[config.mk]
export PLATFORM = sky130hd
export DESIGN_NAME = dvp_pattern_transmitter_flat
export DESIGN_NICKNAME = d
export VERILOG_FILES = /design/src/rtl/dvp_if.sv /design/src/rtl/dvp_pattern_transmitter.sv /design/src/flat_wrapper.sv
export SDC_FILE = /design/constraint.sdc
export NUM_CORES = 1
export LEC_CHECK = 0
export ABC_AREA = 1
export CAP_MARGIN = 20
export CELL_PAD_IN_SITES_DETAIL_PLACEMENT = 1
export CELL_PAD_IN_SITES_GLOBAL_PLACEMENT = 2
export CORE_ASPECT_RATIO = 0.8
export CORE_MARGIN = 4
export CORE_UTILIZATION = 34
export CTS_BUF_LIST = sky130_fd_sc_hd__clkbuf_16
export DETAILED_ROUTE_END_ITERATION = 16
export PLACE_DENSITY_LB_ADDON = 0.1
export SYNTH_ARGS = -nofsm -noshare
export SYNTH_HDL_FRONTEND = slang
export SYNTH_SLANG_ARGS = --single-unit
[constraint.sdc]
create_clock -name clk -period 8.2 [get_ports clk]
set_input_delay 1.64 -clock clk [delete_from_list [all_inputs] [get_ports clk]]
set_output_delay 1.64 -clock clk [all_outputs]
set_load 0.005 [all_outputs]
[src/rtl/dvp_if.sv]
// DVP camera pin bundle: frame/line syncs, byte clock and pixel byte.
// The transmitter drives it as master; a receiver or bench observes as slave.
interface dvp_if;
   logic       vsync;
   logic       href;
   logic       pclk;
   logic [7:0] dout;

   modport master (output vsync, href, pclk, dout);
   modport slave  (input  vsync, href, pclk, dout);
endinterface

[src/rtl/dvp_pattern_transmitter.sv]
// OV7670-style DVP source producing RGB565 test patterns at QVGA timing.
// Optional DVP_TX_PCLK_GATE_EN holds pclk low whenever href is low.
module dvp_pattern_transmitter #(
   parameter int H_ACTIVE      = 320,
   parameter int V_ACTIVE      = 240,
   parameter int H_BLANK       = 144,
   parameter int VSYNC_LINES   = 3,
   parameter int V_BACK_LINES  = 17,
   parameter int V_FRONT_LINES = 10
) (
   input  logic        clk,
   input  logic        rst,
   input  logic        enable,
   input  logic [1:0]  pattern_sel,
   input  logic [15:0] colour,
   dvp_if.master       dvp,
   output logic        frame_done,
   output logic [7:0]  frame_count
);

   localparam int LINE_BYTES = 2 * H_ACTIVE + H_BLANK;
   localparam int BW = $clog2(LINE_BYTES + 1);
   localparam int M1 = (VSYNC_LINES > V_BACK_LINES) ?
                       VSYNC_LINES : V_BACK_LINES;
   localparam int M2 = (V_ACTIVE > V_FRONT_LINES) ?
                       V_ACTIVE : V_FRONT_LINES;
   localparam int MAXL = (M1 > M2) ? M1 : M2;
   localparam int LW = $clog2(MAXL + 1);

   typedef enum logic [2:0] {
      S_IDLE,
      S_VSYNC,
      S_VBACK,
      S_ACTIVE,
      S_VFRONT
   } state_t;

   state_t      state_q, state_d;
   logic        phase_q, phase_d;
   logic [BW-1:0] byte_q, byte_d;
   logic [LW-1:0] line_q, line_d;
   logic [1:0]  sel_q, sel_d;
   logic [15:0] colour_q, colour_d;

   logic        vsync_q, vsync_d;
   logic        href_q, href_d;
   logic        pclk_q, pclk_d;
   logic [7:0]  dout_q, dout_d;
   logic        frame_done_q, frame_done_d;
   logic [7:0]  frame_count_q, frame_count_d;

   logic [LW-1:0] last_line;
   logic        start;
   logic [15:0] x;
   logic        y5;
   logic [2:0]  bar;
   logic [15:0] bar_pix;
   logic [15:0] pix;

   always_comb begin
      last_line = '0;
      unique case (state_q)
         S_VSYNC:  last_line = LW'(VSYNC_LINES - 1);
         S_VBACK:  last_line = LW'(V_BACK_LINES - 1);
         S_ACTIVE: last_line = LW'(V_ACTIVE - 1);
         S_VFRONT: last_line = LW'(V_FRONT_LINES - 1);
         default:  last_line = '0;
      endcase
   end

   always_comb begin
      state_d  = state_q;
      phase_d  = phase_q;
      byte_d   = byte_q;
      line_d   = line_q;
      sel_d    = sel_q;
      colour_d = colour_q;
      start    = 1'b0;
      if (state_q == S_IDLE) begin
         start = enable;
      end else if (!phase_q) begin
         phase_d = 1'b1;
      end else begin
         phase_d = 1'b0;
         if (byte_q == BW'(LINE_BYTES - 1)) begin
            byte_d = '0;
            if (line_q == last_line) begin
               line_d = '0;
               unique case (state_q)
                  S_VSYNC:  state_d = S_VBACK;
                  S_VBACK:  state_d = S_ACTIVE;
                  S_ACTIVE: state_d = S_VFRONT;
                  S_VFRONT: begin
                     if (enable) start = 1'b1;
                     else state_d = S_IDLE;
                  end
                  default:  state_d = S_IDLE;
               endcase
            end else begin
               line_d = line_q + LW'(1);
            end
         end else begin
            byte_d = byte_q + BW'(1);
         end
      end
      // A new frame re-latches the pattern settings and restarts timing.
      if (start) begin
         state_d  = S_VSYNC;
         phase_d  = 1'b0;
         byte_d   = '0;
         line_d   = '0;
         sel_d    = pattern_sel;
         colour_d = colour;
      end
   end

   always_comb begin
      x = 16'(byte_d >> 1);
      y5 = |(32'(line_d) & 32'h20);
      bar = 3'd0;
      for (int k = 1; k < 8; k++) begin
         if ({3'b000, x, 3'b000} >= 22'(k * H_ACTIVE))
            bar = bar + 3'd1;
      end
      bar_pix = 16'h0000;
      unique case (bar)
         3'd0: bar_pix = 16'hFFFF;
         3'd1: bar_pix = 16'hFFE0;
         3'd2: bar_pix = 16'h07FF;
         3'd3: bar_pix = 16'h07E0;
         3'd4: bar_pix = 16'hF81F;
         3'd5: bar_pix = 16'hF800;
         3'd6: bar_pix = 16'h001F;
         default: bar_pix = 16'h0000;
      endcase
      pix = 16'h0000;
      unique case (sel_d)
         2'd0: pix = colour_d;
         2'd1: pix = bar_pix;
         2'd2: pix = {x[7:3], x[7:2], x[7:3]};
         default: pix = (x[5] ^ y5) ? 16'hFFFF : 16'h0000;
      endcase
   end

   // Outputs are registered from the upcoming cycle's timing state.
   always_comb begin
      vsync_d = (state_d == S_VSYNC);
      href_d  = (state_d == S_ACTIVE) &&
                (byte_d < BW'(2 * H_ACTIVE));
`ifdef DVP_TX_PCLK_GATE_EN
      pclk_d  = phase_d && href_d;
`else
      pclk_d  = phase_d && (state_d != S_IDLE);
`endif
      dout_d  = 8'h00;
      if (href_d)
         dout_d = byte_d[0] ? pix[7:0] : pix[15:8];
      frame_done_d = (state_d == S_VFRONT) && phase_d &&
                     (byte_d == BW'(LINE_BYTES - 1)) &&
                     (line_d == LW'(V_FRONT_LINES - 1));
      frame_count_d = frame_count_q + {7'd0, frame_done_d};
   end

   always_ff @(posedge clk) begin
      if (rst) begin
         state_q       <= S_IDLE;
         phase_q       <= 1'b0;
         byte_q        <= '0;
         line_q        <= '0;
         sel_q         <= 2'd0;
         colour_q      <= 16'h0000;
         vsync_q       <= 1'b0;
         href_q        <= 1'b0;
         pclk_q        <= 1'b0;
         dout_q        <= 8'h00;
         frame_done_q  <= 1'b0;
         frame_count_q <= 8'h00;
      end else begin
         state_q       <= state_d;
         phase_q       <= phase_d;
         byte_q        <= byte_d;
         line_q        <= line_d;
         sel_q         <= sel_d;
         colour_q      <= colour_d;
         vsync_q       <= vsync_d;
         href_q        <= href_d;
         pclk_q        <= pclk_d;
         dout_q        <= dout_d;
         frame_done_q  <= frame_done_d;
         frame_count_q <= frame_count_d;
      end
   end

   assign dvp.vsync   = vsync_q;
   assign dvp.href    = href_q;
   assign dvp.pclk    = pclk_q;
   assign dvp.dout    = dout_q;
   assign frame_done  = frame_done_q;
   assign frame_count = frame_count_q;

endmodule
[src/flat_wrapper.sv]
// flat-port wrapper written by rule: the top's interface ports become plain ports
module dvp_pattern_transmitter_flat 
#(
   parameter int H_ACTIVE      = 320,
   parameter int V_ACTIVE      = 240,
   parameter int H_BLANK       = 144,
   parameter int VSYNC_LINES   = 3,
   parameter int V_BACK_LINES  = 17,
   parameter int V_FRONT_LINES = 10
)
  (clk, rst, enable, pattern_sel, colour, frame_done, frame_count, dvp_vsync, dvp_href, dvp_pclk, dvp_dout);
  dvp_if dvp_i ();
  input  logic clk;
  input  logic rst;
  input  logic enable;
  input  logic [1:0] pattern_sel;
  input  logic [15:0] colour;
  output logic frame_done;
  output logic [7:0] frame_count;
  output wire logic [$bits(dvp_i.vsync)-1:0] dvp_vsync;
  output wire logic [$bits(dvp_i.href)-1:0] dvp_href;
  output wire logic [$bits(dvp_i.pclk)-1:0] dvp_pclk;
  output wire logic [$bits(dvp_i.dout)-1:0] dvp_dout;
  assign dvp_vsync = dvp_i.vsync;
  assign dvp_href = dvp_i.href;
  assign dvp_pclk = dvp_i.pclk;
  assign dvp_dout = dvp_i.dout;
  dvp_pattern_transmitter #(.H_ACTIVE(H_ACTIVE), .V_ACTIVE(V_ACTIVE), .H_BLANK(H_BLANK), .VSYNC_LINES(VSYNC_LINES), .V_BACK_LINES(V_BACK_LINES), .V_FRONT_LINES(V_FRONT_LINES)) u_core (.clk(clk), .rst(rst), .enable(enable), .pattern_sel(pattern_sel), .colour(colour), .dvp(dvp_i), .frame_done(frame_done), .frame_count(frame_count));
endmodule
==> metrics.md <==
| Metric | Value |
|---|---|
| RSZ-0062 raised after global routing | `no` |
| Most common cell after layout, fill and taps aside | `nand2_1` |
| Compound-Gate Fraction of Synth Area | `8.34%` |
| Ports | `between 40 and 50` |
| Setup bufs post-CTS | `0` |
| Hpwl dp | `~9 mm` |
| Routed WL per cell | `15.5 um` |
| Worst slack, placed | `between 1 and 1.5 ns` |
| Area growth syn-to-layout | `22.5%` |
| CTS tree | `built` |
| # clock sinks | `60` |
| DRT iter0 DRCs | `174` |
| GP Congestion | `~0.87` |
| Via count | `about 3700` |
| Fin Setup TNS | `0 ns` |
| Commonest non-fill, non-tap cells in the layout | `nand2_1 (118), nor2_1 (95), dfxtp_1 (60)` |
| Clk buf depth | `2` |
| Simple-gate share of the synthesized area | `41.6%` |
| Ant diodes | `0` |
| Mux cell area share after synthesis | `under 10%` |
| Reg2Reg Launch Point | `u_core.byte_q[0]` |
| Flop-to-flop setup slack | `roughly 2.5 ns` |
| Clock-pin slew on the worst setup and hold paths | `approximately 0.06 ns` |
| Unique masters post-synth | `42` |
| Worst EP required | `approximately 8.4 ns` |
| Pwr Density | `196 nW/um^2` |
| Post-synthesis xor/xnor area fraction | `1.38%` |
| Share of the synthesized area in the top cell type | `between 30% and 40%` |
| DRC errors left | `0` |
| CTS Root Cell | `clkbuf_16` |
| Ys async rst share | `0%` |
| CTS Buf Count | `9` |
| Final Instance Area | `roughly 4500 um^2` |
| R2R Path End | `u_core.dvp.dout[1]` |
| Cells after synthesis | `553` |
| Synth Register Bits | `60` |
| Final Cycle Share | `80.0%` |
| Final Hold Vio Count | `0` |
| Relative slew slack | `56.2%` |
| Clock skew | `0.0108 ns` |
| Effective utilization at floorplan | `35.5%` |
| Layout cells sized above 1 | `12.1%` |
| Die Y | `between 100 and 150 um` |
| Total track usage | `18.9%` |
| Die Area | `approximately 13000 um^2` |
| Post-DRT Antenna Nets | `0` |
| Max-cap violation count | `0` |
| Max frequency | `~150 MHz` |
| Worst Tran Pin Value | `between 0.6 and 0.7 ns` |
| Leading area contributor after synthesis | `dfxtp_1` |
| Crit path max fanout | `28` |
| Core Rows | `33` |
| Seq/Total Area, Yosys | `32.4%` |
| Cell Area, Placed | `4250 um^2` |
| Top cells by area, synth | `dfxtp_1 (32%), nand2_1 (12%), nor2_1 (9.6%)` |
| Cells after DPL | `725` |
| Syn. warnings | `0` |
| Reg2Reg Depth | `34` |
| Htree depth | `3` |
| Post-Synth Adder-Cell Area | `roughly 3.4%` |
| Tightest Hold Check Type | `flop to flop` |
| Crit path from | `enable` |
| Status | `completed` |
| # resized after CTS | `0` |
| Leak pwr | `1.97 nW` |
| Most common flop cell mapped by yosys | `dfxtp_1` |
| I/O Buffers | `40` |
| CP Capture Point | `u_core.dvp.dout[1]` |
| CP startpoint kind | `input pin` |
| Initial antenna violation count | `0` |
| Post-route minimum period | `6.56 ns` |
| Non-Filler Instances | `741` |
| Via count of the first global-routing pass | `3766` |
| CP max stage delay | `0.51 ns` |
| First-pass GRT wire length | `~19 mm` |
| Largest net degree at the start of global routing | `42` |
| Pre-antenna DRT Iters | `4` |
| Final nets | `627` |
| Slew Limit Fails | `0` |
| Final setup vio count | `0` |
| Data arrival, critical path | `6.76 ns` |
| Count of flip-flops with a built-in enable after synthesis | `0` |
| Core Footprint | `between 10000 and 15000 um^2` |
| Via density | `4.93` |
| Crit path kind | `input pin to flop` |
| Routed WL | `11.5 mm` |
| CP endpoint kind | `flop` |
| Die X | `about 120 um` |
| Final Worst Setup Slack | `1.64 ns` |
| Worst path most repeated cell | `nand2_1` |
| Worst-Skew Late Latency | `between 0.3 and 0.4 ns` |
| Syn Std Cell Area | `3710 um^2` |
| Number of hold buffers added after CTS | `0` |
| Mean Syn Cell Area | `6.70 um^2` |
| Grt ovf | `0` |
| Critical-path top delay cell | `clkdlybuf4s50_1` |
| Syn nets | `584` |
| Peak VDD IR | `0.103 mV` |
| Main combinational cell family by area after synthesis | `simple AND/OR/NAND/NOR gates` |
-- worst max-delay path: cells and delay by family --
kind	cells	cell delay, ns
buffers and inverters	4	0.72
adder cells (fa/ha/maj)	5	1.30
XOR/XNOR	1	0.18
AO/OA/AOI/OAI	2	0.30
AND/OR/NAND/NOR	20	2.59
-- registers in the layout, indices dropped and copies added (netlist names) --
register and flops:
u_core.byte_q 10, u_core.colour_q 16, u_core.dvp.dout 8, u_core.dvp.href 1
u_core.dvp.pclk 1, u_core.dvp.vsync 1, u_core.frame_count 8, u_core.frame_done 1
u_core.line_q 8, u_core.phase_q 1, u_core.sel_q 2, u_core.state_q 3
-- synth_stat cells (3+ instances only) --
| cell type | count |
|---|---|
| nand4_1 | 11 |
| xor2_1 | 3 |
| clkinv_1 | 3 |
| nand2_1 | 118 |
| ha_1 | 10 |
| clkbuf_1 | 4 |
| nor2_2 | 12 |
| nor2_4 | 4 |
| inv_1 | 54 |
| and2_1 | 3 |
| inv_2 | 14 |
| nor4_1 | 3 |
| buf_2 | 5 |
| nor3_1 | 12 |
| dfxtp_1 | 60 |
| a21oi_1 | 19 |
| nand3_1 | 43 |
| o21ai_0 | 18 |
| nor2_1 | 95 |
| nand3b_1 | 3 |
| mux2i_1 | 17 |
| nand3_2 | 4 |
| nand2_2 | 10 |
-- power by group --
group	switching, mW	total (mW)	internal [mW]
Combinational	0.131	0.206	0.0748
Sequential	0.00652	0.308	0.301
Clock	0.144	0.377	0.233
-- cells by family after synthesis --
family | Yosys count
multiplexers | 17
buffers and inverters | 80
XOR/XNOR | 5
AND/OR/NAND/NOR | 329
AO/OA/AOI/OAI | 52
adder cells (fa/ha/maj) | 10
flip-flops | 60
-- worst min-delay path by stage --
stage / endpoint / cells past startpoint / from / slack, ns
after floorplan: u_core.colour_q[4] / 2 / u_core.colour_q[4] / 0.45
after global placement: u_core.colour_q[6] / 2 / u_core.colour_q[6] / 0.47
after detailed placement: u_core.colour_q[5] / 2 / u_core.colour_q[5] / 0.48
after CTS: u_core.colour_q[5] / 2 / u_core.colour_q[5] / 0.49
after global routing: u_core.colour_q[6] / 2 / u_core.colour_q[6] / 0.53
final: u_core.colour_q[5] / 2 / u_core.colour_q[5] / 0.48
-- layer usage --
metal | part of all wire, % | vias to the layer above | track usage (%)
li1 | - | 1864 | -
met1 | 53 | 1710 | 26.6
met2 | 42 | 67 | 29.6
met3 | 3.8 | 9 | 3.53
met4 | 1.2 | 0 | 5.64
met5 | 0 | - | 0
-- cell type report --
| cell class | instances | area [um^2] |
|---|---|---|
| clock buffer | 9 | 225 |
| clock inverter | 7 | 66.3 |
| fill | 1360 | 5910 |
| inverter | 71 | 267 |
| multi-input combinational | 413 | 2200 |
| sequential | 60 | 1200 |
| tap | 140 | 175 |
| timing repair buffer | 41 | 408 |
-- per-stage QoR --
stage | utilization (%) | power (mW) | hold slack, ns
3_3_place_gp | 40.7 | 0.514 | 0.470
4_1_cts | 43.5 | 0.903 | 0.491
2_1_floorplan | - | 0.464 | 0.451
6_report | 43.5 | 0.891 | 0.484
5_1_grt | 43.5 | 0.942 | 0.530
3_5_place_dp | 40.7 | 0.521 | 0.478
Note: power is estimated with default switching activity, not from simulation.
